==> src/rtl/capture_pkg.sv <==
// capture_pkg: shared types and helpers for the event capture block.
// Rev 1.0
`default_nettype none

package capture_pkg;

  typedef enum logic [1:0] {
    ST_IDLE    = 2'd0,
    ST_POST    = 2'd1,
    ST_READOUT = 2'd2
  } state_e;

  typedef logic [15:0] cnt16_t;

  function automatic cnt16_t sat_inc(input cnt16_t v);
    return (v == 16'hFFFF) ? v : v + 16'd1;
  endfunction

endpackage

`default_nettype wire

==> src/rtl/event_capture_if.sv <==
// event_capture_if: valid/ready readout stream carrying one sample per beat plus a last flag.
// Rev 1.0
`default_nettype none

interface event_capture_if #(
  parameter int SAMPLE_W = 12
);
  logic [SAMPLE_W-1:0] data;
  logic                valid;
  logic                ready;
  logic                last;

  modport master (output data, output valid, output last, input ready);
  modport slave  (input data, input valid, input last, output ready);
endinterface

`default_nettype wire

==> src/rtl/capture_ram.sv <==
// capture_ram: simple dual-port sample ring storage with a registered read port; contents are never reset.
// Rev 1.0
`default_nettype none

module capture_ram #(
  parameter int SAMPLE_W = 12,
  parameter int DEPTH    = 64,
  localparam int ADDR_W  = $clog2(DEPTH)
) (
  input  wire logic                clk,
  input  wire logic                we,
  input  wire logic [ADDR_W-1:0]   waddr,
  input  wire logic [SAMPLE_W-1:0] wdata,
  input  wire logic                re,
  input  wire logic [ADDR_W-1:0]   raddr,
  output logic      [SAMPLE_W-1:0] rdata
);

  logic [SAMPLE_W-1:0] mem_q [DEPTH];
  logic [SAMPLE_W-1:0] rdata_q;

  always_ff @(posedge clk) begin
    if (we) mem_q[waddr] <= wdata;
    if (re) rdata_q <= mem_q[raddr];
  end

  assign rdata = rdata_q;

endmodule

`default_nettype wire

==> src/rtl/event_capture.sv <==
// event_capture: freezes a pre/post-trigger window of ADC samples in a ring and streams it out.
// Rev 1.0
`default_nettype none

module event_capture
  import capture_pkg::*;
#(
  parameter int SAMPLE_W     = 12,
  parameter int DEPTH        = 64,
  parameter int PRE_SAMPLES  = 16,
  parameter int POST_SAMPLES = 48
) (
  input  wire logic                clk,
  input  wire logic                rst_n,
  input  wire logic [SAMPLE_W-1:0] adc_data,
  input  wire logic                adc_valid,
  input  wire logic                trigger_in,
  input  wire logic                enable,
  event_capture_if.master          evt,
  output logic                     busy,
  output cnt16_t                   event_count,
  output cnt16_t                   dropped_count
);

  localparam int ADDR_W  = $clog2(DEPTH);
  localparam int WIN_LEN = PRE_SAMPLES + POST_SAMPLES;
  localparam int PF_W    = $clog2(PRE_SAMPLES + 1);
  localparam int PC_W    = $clog2(POST_SAMPLES + 1);
  localparam int RC_W    = $clog2(WIN_LEN + 1);

  localparam logic [ADDR_W-1:0] PRE_A     = ADDR_W'(PRE_SAMPLES);
  localparam logic [PF_W-1:0]   PRE_N     = PF_W'(PRE_SAMPLES);
  localparam logic [PC_W-1:0]   POST_LAST = PC_W'(POST_SAMPLES - 1);
  localparam logic [RC_W-1:0]   WIN_N     = RC_W'(WIN_LEN);
  localparam logic [RC_W-1:0]   WIN_LAST  = RC_W'(WIN_LEN - 1);

  state_e              state_q, state_d;
  logic                trig_q;
  logic [ADDR_W-1:0]   wr_ptr_q, wr_ptr_d;
  logic [PF_W-1:0]     prefill_q, prefill_d;
  logic [PC_W-1:0]     post_cnt_q, post_cnt_d;
  logic [ADDR_W-1:0]   rd_addr_q, rd_addr_d;
  logic [RC_W-1:0]     rd_cnt_q, rd_cnt_d;
  logic                ram_vld_q, ram_vld_d;
  logic                ram_last_q, ram_last_d;
  logic [SAMPLE_W-1:0] out_data_q, out_data_d;
  logic                out_valid_q, out_valid_d;
  logic                out_last_q, out_last_d;
  logic [SAMPLE_W-1:0] skid_data_q, skid_data_d;
  logic                skid_valid_q, skid_valid_d;
  logic                skid_last_q, skid_last_d;
  cnt16_t              event_cnt_q, event_cnt_d;
  cnt16_t              dropped_cnt_q, dropped_cnt_d;

  logic                trig_en;
  logic                fire;
  logic                ram_we;
  logic                rd_issue;
  logic [SAMPLE_W-1:0] ram_rdata;

  always_comb begin
    state_d       = state_q;
    wr_ptr_d      = wr_ptr_q;
    prefill_d     = prefill_q;
    post_cnt_d    = post_cnt_q;
    rd_addr_d     = rd_addr_q;
    rd_cnt_d      = rd_cnt_q;
    out_data_d    = out_data_q;
    out_valid_d   = out_valid_q;
    out_last_d    = out_last_q;
    skid_data_d   = skid_data_q;
    skid_valid_d  = skid_valid_q;
    skid_last_d   = skid_last_q;
    event_cnt_d   = event_cnt_q;
    dropped_cnt_d = dropped_cnt_q;

    trig_en = trigger_in & ~trig_q & enable;
    fire    = out_valid_q & evt.ready;
    ram_we  = adc_valid & (state_q != ST_READOUT);

    if (ram_we) wr_ptr_d = wr_ptr_q + ADDR_W'(1);

    case (state_q)
      ST_IDLE: begin
        if (ram_we && prefill_q != PRE_N) prefill_d = prefill_q + PF_W'(1);
        if (trig_en) begin
          if (prefill_q == PRE_N) begin
            state_d    = ST_POST;
            rd_addr_d  = wr_ptr_q - PRE_A;
            rd_cnt_d   = '0;
            // A sample arriving with the accepting edge is post sample 0.
            post_cnt_d = adc_valid ? PC_W'(1) : '0;
            if (adc_valid && POST_SAMPLES == 1) state_d = ST_READOUT;
          end else begin
            dropped_cnt_d = sat_inc(dropped_cnt_q);
          end
        end
      end
      ST_POST: begin
        if (trig_en) dropped_cnt_d = sat_inc(dropped_cnt_q);
        if (adc_valid) begin
          post_cnt_d = post_cnt_q + PC_W'(1);
          if (post_cnt_q == POST_LAST) state_d = ST_READOUT;
        end
      end
      ST_READOUT: begin
        if (trig_en) dropped_cnt_d = sat_inc(dropped_cnt_q);
        if (fire && out_last_q) begin
          state_d     = ST_IDLE;
          prefill_d   = '0;
          event_cnt_d = sat_inc(event_cnt_q);
        end
      end
      default: state_d = ST_IDLE;
    endcase

    // Output register refills from the skid first, then from the RAM port.
    if (!out_valid_q || fire) begin
      if (skid_valid_q) begin
        out_data_d   = skid_data_q;
        out_last_d   = skid_last_q;
        out_valid_d  = 1'b1;
        skid_valid_d = ram_vld_q;
        skid_data_d  = ram_rdata;
        skid_last_d  = ram_last_q;
      end else if (ram_vld_q) begin
        out_data_d  = ram_rdata;
        out_last_d  = ram_last_q;
        out_valid_d = 1'b1;
      end else begin
        out_valid_d = 1'b0;
        out_last_d  = 1'b0;
      end
    end else if (ram_vld_q) begin
      skid_data_d  = ram_rdata;
      skid_last_d  = ram_last_q;
      skid_valid_d = 1'b1;
    end

    // Only issue a read when the skid is guaranteed free to absorb it.
    rd_issue   = (state_q == ST_READOUT) && (rd_cnt_q != WIN_N) && !skid_valid_d;
    ram_vld_d  = rd_issue;
    ram_last_d = rd_issue && (rd_cnt_q == WIN_LAST);
    if (rd_issue) begin
      rd_addr_d = rd_addr_q + ADDR_W'(1);
      rd_cnt_d  = rd_cnt_q + RC_W'(1);
    end
  end

  always_ff @(posedge clk or negedge rst_n) begin
    if (!rst_n) begin
      state_q       <= ST_IDLE;
      trig_q        <= 1'b0;
      wr_ptr_q      <= '0;
      prefill_q     <= '0;
      post_cnt_q    <= '0;
      rd_addr_q     <= '0;
      rd_cnt_q      <= '0;
      ram_vld_q     <= 1'b0;
      ram_last_q    <= 1'b0;
      out_data_q    <= '0;
      out_valid_q   <= 1'b0;
      out_last_q    <= 1'b0;
      skid_data_q   <= '0;
      skid_valid_q  <= 1'b0;
      skid_last_q   <= 1'b0;
      event_cnt_q   <= '0;
      dropped_cnt_q <= '0;
    end else begin
      state_q       <= state_d;
      trig_q        <= trigger_in;
      wr_ptr_q      <= wr_ptr_d;
      prefill_q     <= prefill_d;
      post_cnt_q    <= post_cnt_d;
      rd_addr_q     <= rd_addr_d;
      rd_cnt_q      <= rd_cnt_d;
      ram_vld_q     <= ram_vld_d;
      ram_last_q    <= ram_last_d;
      out_data_q    <= out_data_d;
      out_valid_q   <= out_valid_d;
      out_last_q    <= out_last_d;
      skid_data_q   <= skid_data_d;
      skid_valid_q  <= skid_valid_d;
      skid_last_q   <= skid_last_d;
      event_cnt_q   <= event_cnt_d;
      dropped_cnt_q <= dropped_cnt_d;
    end
  end

  capture_ram #(
    .SAMPLE_W (SAMPLE_W),
    .DEPTH    (DEPTH)
  ) u_ram (
    .clk   (clk),
    .we    (ram_we),
    .waddr (wr_ptr_q),
    .wdata (adc_data),
    .re    (rd_issue),
    .raddr (rd_addr_q),
    .rdata (ram_rdata)
  );

  assign evt.data      = out_data_q;
  assign evt.valid     = out_valid_q;
  assign evt.last      = out_last_q;
  assign busy          = (state_q != ST_IDLE);
  assign event_count   = event_cnt_q;
  assign dropped_count = dropped_cnt_q;

endmodule

`default_nettype wire

==> src/flat_wrapper.sv <==
// flat-port wrapper written by rule: the top's interface ports become plain ports
module event_capture_flat import capture_pkg::*;
#(
  parameter int SAMPLE_W     = 12,
  parameter int DEPTH        = 64,
  parameter int PRE_SAMPLES  = 16,
  parameter int POST_SAMPLES = 48
)
  (clk, rst_n, adc_data, adc_valid, trigger_in, enable, busy, event_count, dropped_count, evt_data, evt_valid, evt_last, evt_ready);
  event_capture_if #(.SAMPLE_W(SAMPLE_W)) evt_i ();
  input  wire logic clk;
  input  wire logic rst_n;
  input  wire logic [SAMPLE_W-1:0] adc_data;
  input  wire logic adc_valid;
  input  wire logic trigger_in;
  input  wire logic enable;
  output logic busy;
  output cnt16_t event_count;
  output cnt16_t dropped_count;
  output wire logic [$bits(evt_i.data)-1:0] evt_data;
  output wire logic [$bits(evt_i.valid)-1:0] evt_valid;
  output wire logic [$bits(evt_i.last)-1:0] evt_last;
  input wire logic [$bits(evt_i.ready)-1:0] evt_ready;
  assign evt_data = evt_i.data;
  assign evt_valid = evt_i.valid;
  assign evt_last = evt_i.last;
  assign evt_i.ready = evt_ready;
  event_capture #(.SAMPLE_W(SAMPLE_W), .DEPTH(DEPTH), .PRE_SAMPLES(PRE_SAMPLES), .POST_SAMPLES(POST_SAMPLES)) u_core (.clk(clk), .rst_n(rst_n), .adc_data(adc_data), .adc_valid(adc_valid), .trigger_in(trigger_in), .enable(enable), .evt(evt_i), .busy(busy), .event_count(event_count), .dropped_count(dropped_count));
endmodule
==> config.mk <==
export PLATFORM = sky130hd
export DESIGN_NAME = event_capture_flat
export DESIGN_NICKNAME = d
export VERILOG_FILES = /design/src/rtl/capture_pkg.sv /design/src/rtl/event_capture_if.sv /design/src/rtl/capture_ram.sv /design/src/rtl/event_capture.sv /design/src/flat_wrapper.sv
export SDC_FILE = /design/constraint.sdc
export NUM_CORES = 1
export LEC_CHECK = 0
export ABC_AREA = 1
export BUFFER_PORTS_ARGS = -buffer_cell sky130_fd_sc_hd__clkbuf_2
export CAP_MARGIN = 5
export CORE_UTILIZATION = 60
export CTS_CLUSTER_SIZE = 16
export DETAILED_ROUTE_END_ITERATION = 7
export GPL_ROUTABILITY_DRIVEN = 1
export PLACE_DENSITY = 0.77
export SLEW_MARGIN = 20
export SYNTH_ARGS = -nofsm -noshare
export SYNTH_HDL_FRONTEND = slang
export SYNTH_HIERARCHICAL = 1
export SYNTH_SLANG_ARGS = --single-unit
==> constraint.sdc <==
create_clock -name clk -period 9.92 [get_ports clk]
set_input_delay 1.488 -clock clk [delete_from_list [all_inputs] [get_ports clk]]
set_output_delay 1.488 -clock clk [all_outputs]
set_load 0.05 [all_outputs]
# After elaboration in Yosys (flattened, before gate mapping)
# Memories as Yosys holds them, arrays and structs flattened. A register that Yosys moved wholly into a read port is not among the register bits.
# Cells that the tools add are included.
# word_totals
register_bits	95
ram_bits	768
inputBits	18
output_inout_bits	47
elab_cells	121
memories	1
# op_classes
addsub	8
eq_ne	19
mux	43
bitwise	6
n_reduce_logical	27
# memory_table
memory	words	width	read_ports	rd_ports_with_merged_regs	write_ports	line	rtl
u_core.u_ram.mem_q	64	12	1	1	1	capture_ram.sv:19	logic [SAMPLE_W-1:0] mem_q [DEPTH];
# op_table
op	n
two-way mux 16 bit	4
two-way mux 12 bit	4
two-way mux 6 bit	7
adder 16 x 1 -> 16 bit, second input constant	2
== test 16 bit, second input constant	2
case mux 16 bit (2 select lines)	1
two-way mux 7 bit	4
adder 6 x 1 -> 6 bit, second input constant	3
nonzero test 2 bit	9
inequality test 2 x 1 -> 1 bit, second input constant	7
two-way mux 1 bit	13
case mux 6 bit (2 select lines)	1
two-way mux 2 bit	5
two-way mux 5 bit	2
case mux 5 bit (2 select lines)	1
AND reduction 3 bit	3
AND reduction 4 bit	2
adder 7 x 1 -> 7 bit, second input constant	1
== test 7 x 6 -> 1 bit, second input constant	1
inequality test 7 bit, second input constant	1
== test 6 bit, second input constant	1
inequality test 2 bit, second input constant	3
case mux 2 bit (3 select lines)	1
subtractor 6 x 5 -> 6 bit, second input constant	1
other kinds (14)	24

# Logic depth before layout (Yosys ltp)
# depth
word_depth	7
depth_mapped	12
ltp_nobuf	10

# Modules after synthesis
# The synthesis kept the hierarchy.
# modules_own_cells
module	n_inst	cells_each	area_each_um2	seq_area_each_um2
capture_ram	1	2661	31795.5	23422.5
event_capture	1	696	5210.0	2377.3

# Worst setup path before layout
# OpenSTA, ideal clock, no wires.
# synth_path
path_kind	input -> register
from	input port adc_valid
to	memory u_core.u_ram.mem_q[48][0], enable pin
setup_time_ns	0.413
arrival_ns	3.425
required_time_ns	9.507
path_slack_ns	6.082
cell_stages	5
path_buffers	1
cell_sequence	nand2_1 inv_2 clkbuf_1 nand4_1 nor4_1
# synth_between
elab_chain_cells	3
# synth_rtl
item	line	rtl
start: declaration	flat_wrapper.sv:14	input wire logic adc_valid;
AND 1 bit	event_capture.sv:79	ram_we = adc_valid & (state_q != ST_READOUT);
net u_core.ram_we	event_capture.sv:57	logic ram_we;
two-way mux 1 bit	capture_ram.sv:23	if (we) mem_q[waddr] <= wdata;
two-way mux 1 bit (implied by the code)	capture_ram.sv:23	
end: declaration	capture_ram.sv:19	
# The timed path passes the listed nets, and every way through them passes these cells.

==> impl_metrics.toml <==
[global_route]
grt_max_degree = 203
grt-ovfl-total = 0
antenna_found_initial = 1
first_global_vias = 24300
grtUsageTotal = 0.297
grt_pass1_wl_um = 140000

[layout]
syn_to_final_growth_pct = 8.59
final_cells = 4202
final_nets = 3380
fin_util = 0.662
nFillCells = 4363
n_antenna_cell = 0
drive_gt1_frac = 0.0716

[worst_setup_path]
endpoint_kind = "flop"
r2r_slack_ns = 5.74
crit_path_start_kind = "flop"
cp.arrival_ns = 4.56
timing_worst_setup_path_type = "reg2reg"
crit_fanout = 176
required_ns = 10.30
reg2regPathDepth = 10

[synth]
synth_nets = 3388
syn_area_mm2 = 0.0370
ys_warn_count = 6
yosysSeqAreaShare = 0.697
synth.most_common_cell = "nand2_1"
synth_top_area_frac = 0.633
ys_ff_latch = 875
async_reset_ff_frac = 0.109
ys_top_cells_by_count = "nand2_1, edfxtp_1, nand3_1, nor2_1, dfrtp_1"
ys_types = 35
synth_top_cell_by_area = "edfxtp_1"
synth-edff-count = 780
netlist_instances = 3357
ys.flop_type = "edfxtp_1"
ys_top_cells_by_area = "edfxtp_1, nand2_1, nand3_1"
synth.avg_cell_area_um2 = 11.0

[pwr]
p_sw_frac = 0.371
p_per_area_mw_per_mm2 = 275
switching_power_mw = 4.10
leakagePower_nw = 15.2
p_int_mw = 6.95
clkPwrFrac = 0.286
p_seq_frac = 0.417
comb_power_share = 0.298
vdd.ir_drop.worst_uv = 175
power_mw = 11.0

[cts]
cts_setup_buffers = 0
cts_resized = 0
cts_tree = "yes"
root_buffer = "clkbuf_16"
clockBufferDepth = 3
clock_sinks = 875
hold_buffers = 0
clkTransAtPathRegs_ns = 0.06
clock_latency_ns = 0.65
cts_made_buffers = 86
htree_num_levels = 3

[sta]
fin_skew_ns = 0.0203
finalMaxSlewViolations = 0
setup_viol = 0
hold_violations = 0
fmax_mhz = 239
slew_headroom = 0.184
rsz0062_at_grt = "no"
fin_crit_sh = 0.421
setup_tns_ns = 0
worst-slew-pin-transition_ns = 1.22
period_needed_ns = 4.18

[floorplan]
initial_core_util = 0.610
die_h_um = 250
ios = 65
coreArea_mm2 = 0.0607
fp.dieArea_mm2 = 0.0627
die-width_um = 250
core.rowCount = 90

[hold_path]
worstHoldPathType = "reg2reg"
hold_path_depth = 2

[route]
vias = 25700
antenna_left = 0
routed_wl_um = 92700
drt-pass1-iter-count = 6
first_iter_violations = 3406
post_drt_wl_per_cell_um = 22.1
vias_per_cell = 6.12
drcViolationCount = 0

[placement]
dp.cells = 4043
port_buffers = 64
place_hpwl_um = 52100
gp_congestion = 0.938

[run_status]
status = "finished, final reports clean"

[job]
drv_cap = 0
## layout make-up
type	instances	area, µm²	area share
flip-flops and latches	875	25800	0.642
multi-input cells	2216	9820	0.244
clock buffers	122	2370	0.0590
well taps	782	978	0.0243
repair buffers	88	519	0.0129
clock inverters	37	357	0.00887
inverters	82	325	0.00810
## per-layer routing
metal,part of all wire,wire length (µm),global-route usage
met5,0,0,0
met4,0.042,3860,0.124
met3,0.098,9120,0.0579
met2,0.48,44300,0.481
met1,0.38,35500,0.395
## metrics by stage
stage          hold slack [ns]  cell area [µm²]  setup WS [ns]
2_1_floorplan            0.453            37000           6.08
3_3_place_gp             0.467            37400           5.52
3_5_place_dp             0.474            37500           5.44
4_1_cts                  0.488            40200           5.92
5_1_grt                  0.518            40200           5.57
6_report                 0.486            40200           5.74
## placed cells by master (no fill, tap or decap), types with 5 or more instances in the layout
cell type  count
nand2_1     1261
edfxtp_1     780
nand3_1      692
nor2_1       114
dfrtp_1       91
clkbuf_16     88
inv_1         72
clkbuf_2      63
o21ai_0       34
clkbuf_1      30
buf_4         23
nand4_1       23
xnor2_1       15
xor2_1        14
ha_1          13
clkinv_1      12
a31oi_1       12
clkinv_2      11
inv_2          8
nor4_4         8
bufinv_16      6
inv_6          5
nand3b_1       5
## worst max-delay path, stage by stage, from the launching register on
cell      delay (ns)
dfrtp_4         1.05
clkinv_8        0.77
buf_4           0.71
nand2_1         0.17
nand3_1         0.09
nand3_1         0.16
nand2_1         0.08
nand2_1         0.06
nand3_1         0.19
nand3_1         0.31
nand2_1         0.11
## sequential cells by signal (all words and copies together) (netlist names)
| name | count |
|---|---|
| u_core/rd_addr_q | 6 |
| u_core/evt.valid | 1 |
| u_core/dropped_count | 16 |
| u_core/ram_last_q | 1 |
| u_core/wr_ptr_q | 6 |
| u_core/u_ram/mem_q | 768 |
| u_core/trig_q | 1 |
| u_core/state_q | 2 |
| u_core/rd_cnt_q | 7 |
| u_core/u_ram/rdata | 12 |
| u_core/event_count | 16 |
| u_core/post_cnt_q | 6 |
| u_core/evt.data | 12 |
| u_core/skid_data_q | 12 |
| u_core/skid_last_q | 1 |
| u_core/prefill_q | 5 |
| u_core/evt.last | 1 |
| u_core/skid_valid_q | 1 |
| u_core/ram_vld_q | 1 |
## worst paths after layout
path,from,end
worst min-delay path,u_core/skid_data_q[3]$_DFFE_PN0P_,u_core/skid_data_q[3]$_DFFE_PN0P_
min in group asynchronous,rst_n,u_core/event_count[9]$_DFFE_PN0P_
worst max-delay path,u_core/rd_addr_q[0]$_DFFE_PN0P_,u_core/u_ram/rdata[3]$_DFFE_PP_
worst min register to register,u_core/skid_data_q[3]$_DFFE_PN0P_,u_core/skid_data_q[3]$_DFFE_PN0P_
max in group asynchronous,rst_n,u_core/rd_addr_q[0]$_DFFE_PN0P_
worst max register to register,u_core/rd_addr_q[0]$_DFFE_PN0P_,u_core/u_ram/rdata[3]$_DFFE_PP_
## cells by family (layout without fill, tap and decap cells)
logic type,Yosys count,count (layout),share of synthesized area
fa+ha+maj,13,13,0.00440
compound gates,53,53,0.00778
buf+inv,266,329,0.0406
simple gates,2121,2121,0.243
flops,875,875,0.697
xor+xnor,29,29,0.00686
## power by group through the flow
| stage | logic [mW] | registers, mW | clock network [mW] |
|---|---|---|---|
| after floorplan | 2.35 | 4.57 | 0 |
| after global placement | 3.06 | 4.64 | 0 |
| after detailed placement | 3.16 | 4.66 | 0 |
| after CTS | 3.19 | 4.59 | 3.19 |
| after global routing | 3.55 | 4.63 | 3.33 |
| final | 3.29 | 4.60 | 3.16 |
No activity file was read; power rests on OpenSTA's default activity.
